--- src/rtl/register_file.sv ---
// RV32I integer register file: x1..x31 in flops, x0 reads as zero,
// two combinational read ports and one write port with optional same-cycle bypass.
module register_file #(
  parameter int DATA_WIDTH   = 32,
  parameter int ADDR_WIDTH   = 5,
  parameter bit WRITE_BYPASS = 1'b0
) (
  input  logic                  clk_i,
  input  logic                  reset_i,
  input  logic                  write_enable,
  input  logic [ADDR_WIDTH-1:0] write_address,
  input  logic [DATA_WIDTH-1:0] write_data,
  input  logic [ADDR_WIDTH-1:0] rs1_address,
  input  logic [ADDR_WIDTH-1:0] rs2_address,
  output logic [DATA_WIDTH-1:0] rs1,
  output logic [DATA_WIDTH-1:0] rs2
);

  localparam int DEPTH = 2 ** ADDR_WIDTH;

  logic [DATA_WIDTH-1:0] x_reg [1:DEPTH-1];
  logic [DATA_WIDTH-1:0] read_view [DEPTH];
  logic [DEPTH-1:0]      write_select;
  logic                  write_active;
  logic [DATA_WIDTH-1:0] rs1_stored;
  logic [DATA_WIDTH-1:0] rs2_stored;

  // A write to x0 is dropped here, so x0 needs neither storage nor bypass.
  assign write_active = write_enable && (write_address != '0);

  assign read_view[0]    = '0;
  assign write_select[0] = 1'b0;

  generate
    for (genvar gi = 1; gi < DEPTH; gi++) begin : g_reg
      assign write_select[gi] = write_active && (write_address == ADDR_WIDTH'(gi));

      always_ff @(posedge clk_i or negedge reset_i) begin
        if (!reset_i) begin
          x_reg[gi] <= '0;
        end else if (write_select[gi]) begin
          x_reg[gi] <= write_data;
        end
      end

      assign read_view[gi] = x_reg[gi];
    end
  endgenerate

  assign rs1_stored = read_view[rs1_address];
  assign rs2_stored = read_view[rs2_address];

  generate
    if (WRITE_BYPASS) begin : g_bypass
      always_comb begin
        rs1 = rs1_stored;
        rs2 = rs2_stored;
        if (write_active && (rs1_address == write_address)) begin
          rs1 = write_data;
        end
        if (write_active && (rs2_address == write_address)) begin
          rs2 = write_data;
        end
      end
    end else begin : g_no_bypass
      assign rs1 = rs1_stored;
      assign rs2 = rs2_stored;
    end
  endgenerate

endmodule

--- config.mk ---
export PLATFORM = sky130hd
export DESIGN_NAME = register_file
export DESIGN_NICKNAME = d
export VERILOG_FILES = /design/src/rtl/register_file.sv
export SDC_FILE = /design/constraint.sdc
export NUM_CORES = 2
export LEC_CHECK = 0
export ABC_CLOCK_PERIOD_IN_PS = 3130
export CORE_MARGIN = 4
export CORE_UTILIZATION = 55
export DETAILED_ROUTE_END_ITERATION = 10
export GPL_ROUTABILITY_DRIVEN = 0
export HOLD_SLACK_MARGIN = 0.05
export MAX_ROUTING_LAYER = met4
export PLACE_DENSITY = 0.76
export RECOVER_POWER = 100
export SLEW_MARGIN = 20
export SYNTH_ARGS = -nofsm -noshare
export SYNTH_HDL_FRONTEND = slang
export SYNTH_SLANG_ARGS = --single-unit
--- constraint.sdc ---
create_clock -name clk_i -period 3.13 [get_ports clk_i]
set_clock_uncertainty 0.1 [all_clocks]
set_input_delay 0.7825 -clock clk_i [delete_from_list [all_inputs] [get_ports clk_i]]
set_output_delay 0.7825 -clock clk_i [all_outputs]
set_load 0.05 [all_outputs]
### Word-level counts from Yosys, hierarchy flattened

Cells that the tools add are included.

| operators by class | value |
|---|---|
| $lt $le $gt $ge | 2 |
| equal/unequal tests | 31 |
| mux-type cells | 6 |
| bitwise logic cells | 2 |
| reduce and logical (&&, ||, !) cells | 33 |

Operator list:

| kind | number |
|---|---|
| 32-bit binary-select mux with 5-bit select | 2 |
| 32-bit two-way mux | 4 |
| 5-bit == test (second input constant) | 16 |
| 5-bit by 4-bit == test with 1-bit output (second input constant) | 8 |
| 1-bit logical AND | 32 |
| 5-bit by 3-bit == test with 1-bit output (second input constant) | 4 |
| 6-bit greater-or-equal comparator (second input constant) | 2 |
| 5-bit inverter with 6-bit output | 2 |
| 5-bit by 2-bit == test with 1-bit output (second input constant) | 2 |
| 5-bit by 1-bit == test with 1-bit output (second input constant) | 1 |
| 5-bit nonzero test | 1 |

| word-level totals | value |
|---|---|
| bits in registers | 992 |
| input bits | 50 |
| output and inout bits | 64 |
| logic and storage cells | 105 |

### Depth between registers and ports, before layout

| depth | value |
|---|---|
| depth in word-level cells | 4 |
| gate-level depth with buffers | 9 |
| gate-level depth less buffers | 4 |

### Least setup slack after synthesis

No wires, ideal clock.

| path | value |
|---|---|
| path kind | input-to-output |
| start | in rs1_address[0] |
| end | out rs1[0] |
| data arrival time | 3.098 ns |
| required time | 2.247 ns |
| slack | -0.851 ns |
| stages on the path | 8 |
| buffers on the path | 5 |
| path through | buf_2 > buf_6 > buf_6 > buf_6 > clkbuf_1 > a22o_1 > a211oi_1 > o31ai_1 |

| on the way | value |
|---|---|
| longest elaborated chain between the ends | 4 |

RTL lines:

| item | RTL line | RTL |
|---|---|---|
| from (decl) | 13 | `input logic [ADDR_WIDTH-1:0] rs1_address,` |
| 5-bit inverter with 6-bit output (implied by the code) | 50 | `assign rs1_stored = read_view[rs1_address];` |
| 32-bit binary-select mux with 5-bit select | 50 |  |
| 32-bit two-way mux (implied by the code) (2 in a row) | 50 |  |
| to (decl) | 15 | `output logic [DATA_WIDTH-1:0] rs1,` |

Every way passes these cells. The select of a mux whose other input is x is not followed.

### Final worst setup path

| path | value |
|---|---|
| start | in rs1_address[0] |
| end | out rs1[18] |

The elaborated chain is that of the path after synthesis.

==> results.cfg <==
[min_path]
hp-class = reg -> reg

[pwr]
swShare = 0.2860
p_leak_nw = 28.65
power_frac_comb = 0.250
finalPower_mw = 40.75
power.internal_mw = 29.09
pwr-share-seq = 0.427
ir_drop_uv = 600.9
p_clk_frac = 0.324
p_switching_mw = 11.65
powerDensity_mw_per_mm2 = 619.0

[grt]
grt_overflow_total = 0
grt_max_degree = 120
grt_usage = 0.3463
antenna_found_initial = 2
grt_pass1_wl_um = 257500
grt_pass1_vias = 38870

[sta]
timing.fmax_mhz = 285.7
fin_tns_setup_ps = -15850
fin_crit_sh = 1.118
worst_pin_slew_ps = 2302
grt_setup_unrepaired = yes
setup_ws_ps = -370.3
period_needed_ps = 3500
final_max_slew_viol_count = 24
slew_headroom = -0.5343
hold_viol_final = 0
setup_viol = 117
hold_ws_ps = 413.2

[worst_setup_path]
critPathCaptureType = primary output
arrival_ps = 2620
reg2reg_slack_ps = 2100
worstPathRequired_ps = 2250
cp_max_fo = 13
path_class = in -> out
cp-start-kind = primary input

[run]
maxCapViolCount = 1

[detailed_routing]
post_drt_via_cell_ratio = 7.056
first_iter_violations = 4383
first_pass_iters = 6
wirelength_um = 172800
vias = 37500
route.detailed.drc = 0
wire_per_inst_um = 32.53
antenna_left = 0

[floorplan]
start_util = 0.5571
dieArea_sq_mm = 0.1017
die_y_um = 318.9
fp.coreArea_sq_mm = 0.09544
die_x_um = 318.9
rows = 113
io_pins = 114

[placed_design]
dpl.hpwl_um = 104900
numPortBuffers = 113

[final_layout]
largest_register_ffs = 992
drive_gt1_frac = 0.5824
finalNetCount = 4012
fin_util = 0.6897
syn_to_final_growth_pct = 23.80
fillers = 6210

[synthesis]
synthDistinctLibCells = 35
synth_nets = 3695
ys_ff_latch = 992
yosys_warnings = 0
postSynthCellCount = 3645
mappedNetlistArea_sq_mm = 0.05317
seq_area_frac_synth = 0.4669
synth_area_per_cell_sq_um = 14.59

[cts]
h-tree-depth = 3
cts_made_buffers = 107
cts_tree = built
cts.clk_slew.worst_paths_ps = 60
clockRootBuffer = clkbuf_16
cts.path.max_buffers = 3
cts_sinks = 992
clk_latency_ps = 690

[outcome]
status = finished with violations
violations = max-capacitance violations, max-slew violations, negative setup slack
## synth_stat cells (all sizes together)
| cell type | instances | area share |
|---|---|---|
| o22ai | 64 | 0.0075 |
| a211oi | 64 | 0.0090 |
| and2 | 34 | 0.0040 |
| mux2i | 160 | 0.030 |
| or3 | 2 | 0.00024 |
| nor2b | 9 | 0.0011 |
| nand4 | 1 | 0.00012 |
| buf | 180 | 0.018 |
| nor4b | 1 | 0.00016 |
| mux2 | 1056 | 0.22 |
| clkbuf | 232 | 0.016 |
| o31ai | 64 | 0.0090 |
| nand4b | 3 | 0.00049 |
| nor4 | 2 | 0.00047 |
| and3 | 34 | 0.0040 |
| a22o | 192 | 0.032 |
| mux4 | 384 | 0.16 |
| nor3 | 3 | 0.00038 |
| nor2 | 14 | 0.00099 |
| or4 | 1 | 0.00014 |
| nand2b | 6 | 0.00071 |
| nor3b | 1 | 0.00024 |
| dfrtp | 992 | 0.47 |
| nand2 | 79 | 0.0056 |
| and4bb | 1 | 0.00024 |
| inv | 2 | 0.00014 |
| o21ai | 64 | 0.0060 |
## per-stage QoR
| stage | cell area, sq um | cells | worst slack (ps) |
|---|---|---|---|
| floorplan | 54840 | 3645 | -63.33 |
| global placement | 60730 | 5031 | -416.6 |
| detailed placement | 60730 | 5031 | -441.6 |
| CTS | 66380 | 5297 | -323.6 |
| global route | 65820 | 5314 | -388.7 |
| finish | 65820 | 5314 | -370.3 |
## worst max-delay path: stages
cell and delay (ps):
buf_16 130, buf_16 190, buf_6 160, mux4_2 550, a22o_1 280, o21ai_2 210
o31ai_4 130, buf_12 160
## logic make-up (layout without fill, tap and decap cells)
group | after synthesis | in the layout | share of synthesized area
compound gates | 448 | 448 | 0.06326
buf+inv | 414 | 816 | 0.03459
flops | 992 | 992 | 0.4669
mux | 1600 | 1600 | 0.4164
other cells | 0 | 2 | 0
simple gates | 191 | 191 | 0.01880
## power by group through the flow
stage                     registers, mW  logic, mW  clock network (mW)
after floorplan                    16.7       7.09                   0
after global placement             17.3       9.31                   0
after global routing               17.6       10.7                13.8
after CTS                          17.2       10.0                13.3
final                              17.4       10.2                13.2
after detailed placement           17.4       9.54                   0
## layout make-up
type                            instances  area (sq um)  area share
Sequential cell                       992         24820      0.3771
Tap cell                             1265          1583     0.02405
Timing Repair Buffer                  620          7522      0.1143
Clock inverter                         34         464.2    0.007052
Antenna cell                            2         5.005  0.00007603
Multi-Input combinational cell       2239         28210      0.4286
Clock buffer                          160          3199     0.04860
Inverter                                2         11.26   0.0001711
## per-layer routing
metal | vias to the layer above | part of all wire | track usage
li1 | 14780 | - | -
met1 | 19830 | 0.38 | 0.4590
met2 | 2269 | 0.46 | 0.5201
met3 | 616 | 0.099 | 0.07705
met4 | 0 | 0.054 | 0.1498
met5 | - | 0 | -
## final timing paths
check / from / endpoint / depth (start not counted)
max reg2reg: read_view[51]$_DFFE_PN0P_ / read_view[51]$_DFFE_PN0P_ / 2
min: read_view[574]$_DFFE_PN0P_ / read_view[574]$_DFFE_PN0P_ / 1
max: rs1_address[0] / rs1[18] / 8
min reg2reg: read_view[574]$_DFFE_PN0P_ / read_view[574]$_DFFE_PN0P_ / 1
min in group asynchronous: reset_i / read_view[606]$_DFFE_PN0P_ / 2
max in group asynchronous: reset_i / read_view[721]$_DFFE_PN0P_ / 4
## placed cells by master (no fill, tap or decap), drive strengths merged
cell type and n:
buf 492, or3 2, nand4 1, inv 4, nand4b 3, and4bb 1, and2 34, nor3b 1
nor2 14, dfrtp 992, a22o 192, nor2b 9, nor3 3, nand2 79, clkbuf 246, a211oi 64
and3 34, mux2 1056, diode 2, nor4b 1, mux2i 160, o22ai 64, o21ai 64, nand2b 6
clkinvlp 4, bufinv 10, mux4 384, nor4 2, or4 1, clkdlybuf4s50 33, dlygate4sd3 6, o31ai 64
bufbuf 3, clkinv 18
## repair_timing
action	CTS	global route
resized for setup	179	50
gates cloned	29	3
hold buffers	1	0
hold endpoints to repair	17	0
pin swaps	102	69
endpoints found under the setup margin	64	64
buffers inserted	44	19
Power figures use the tool's default switching activity.
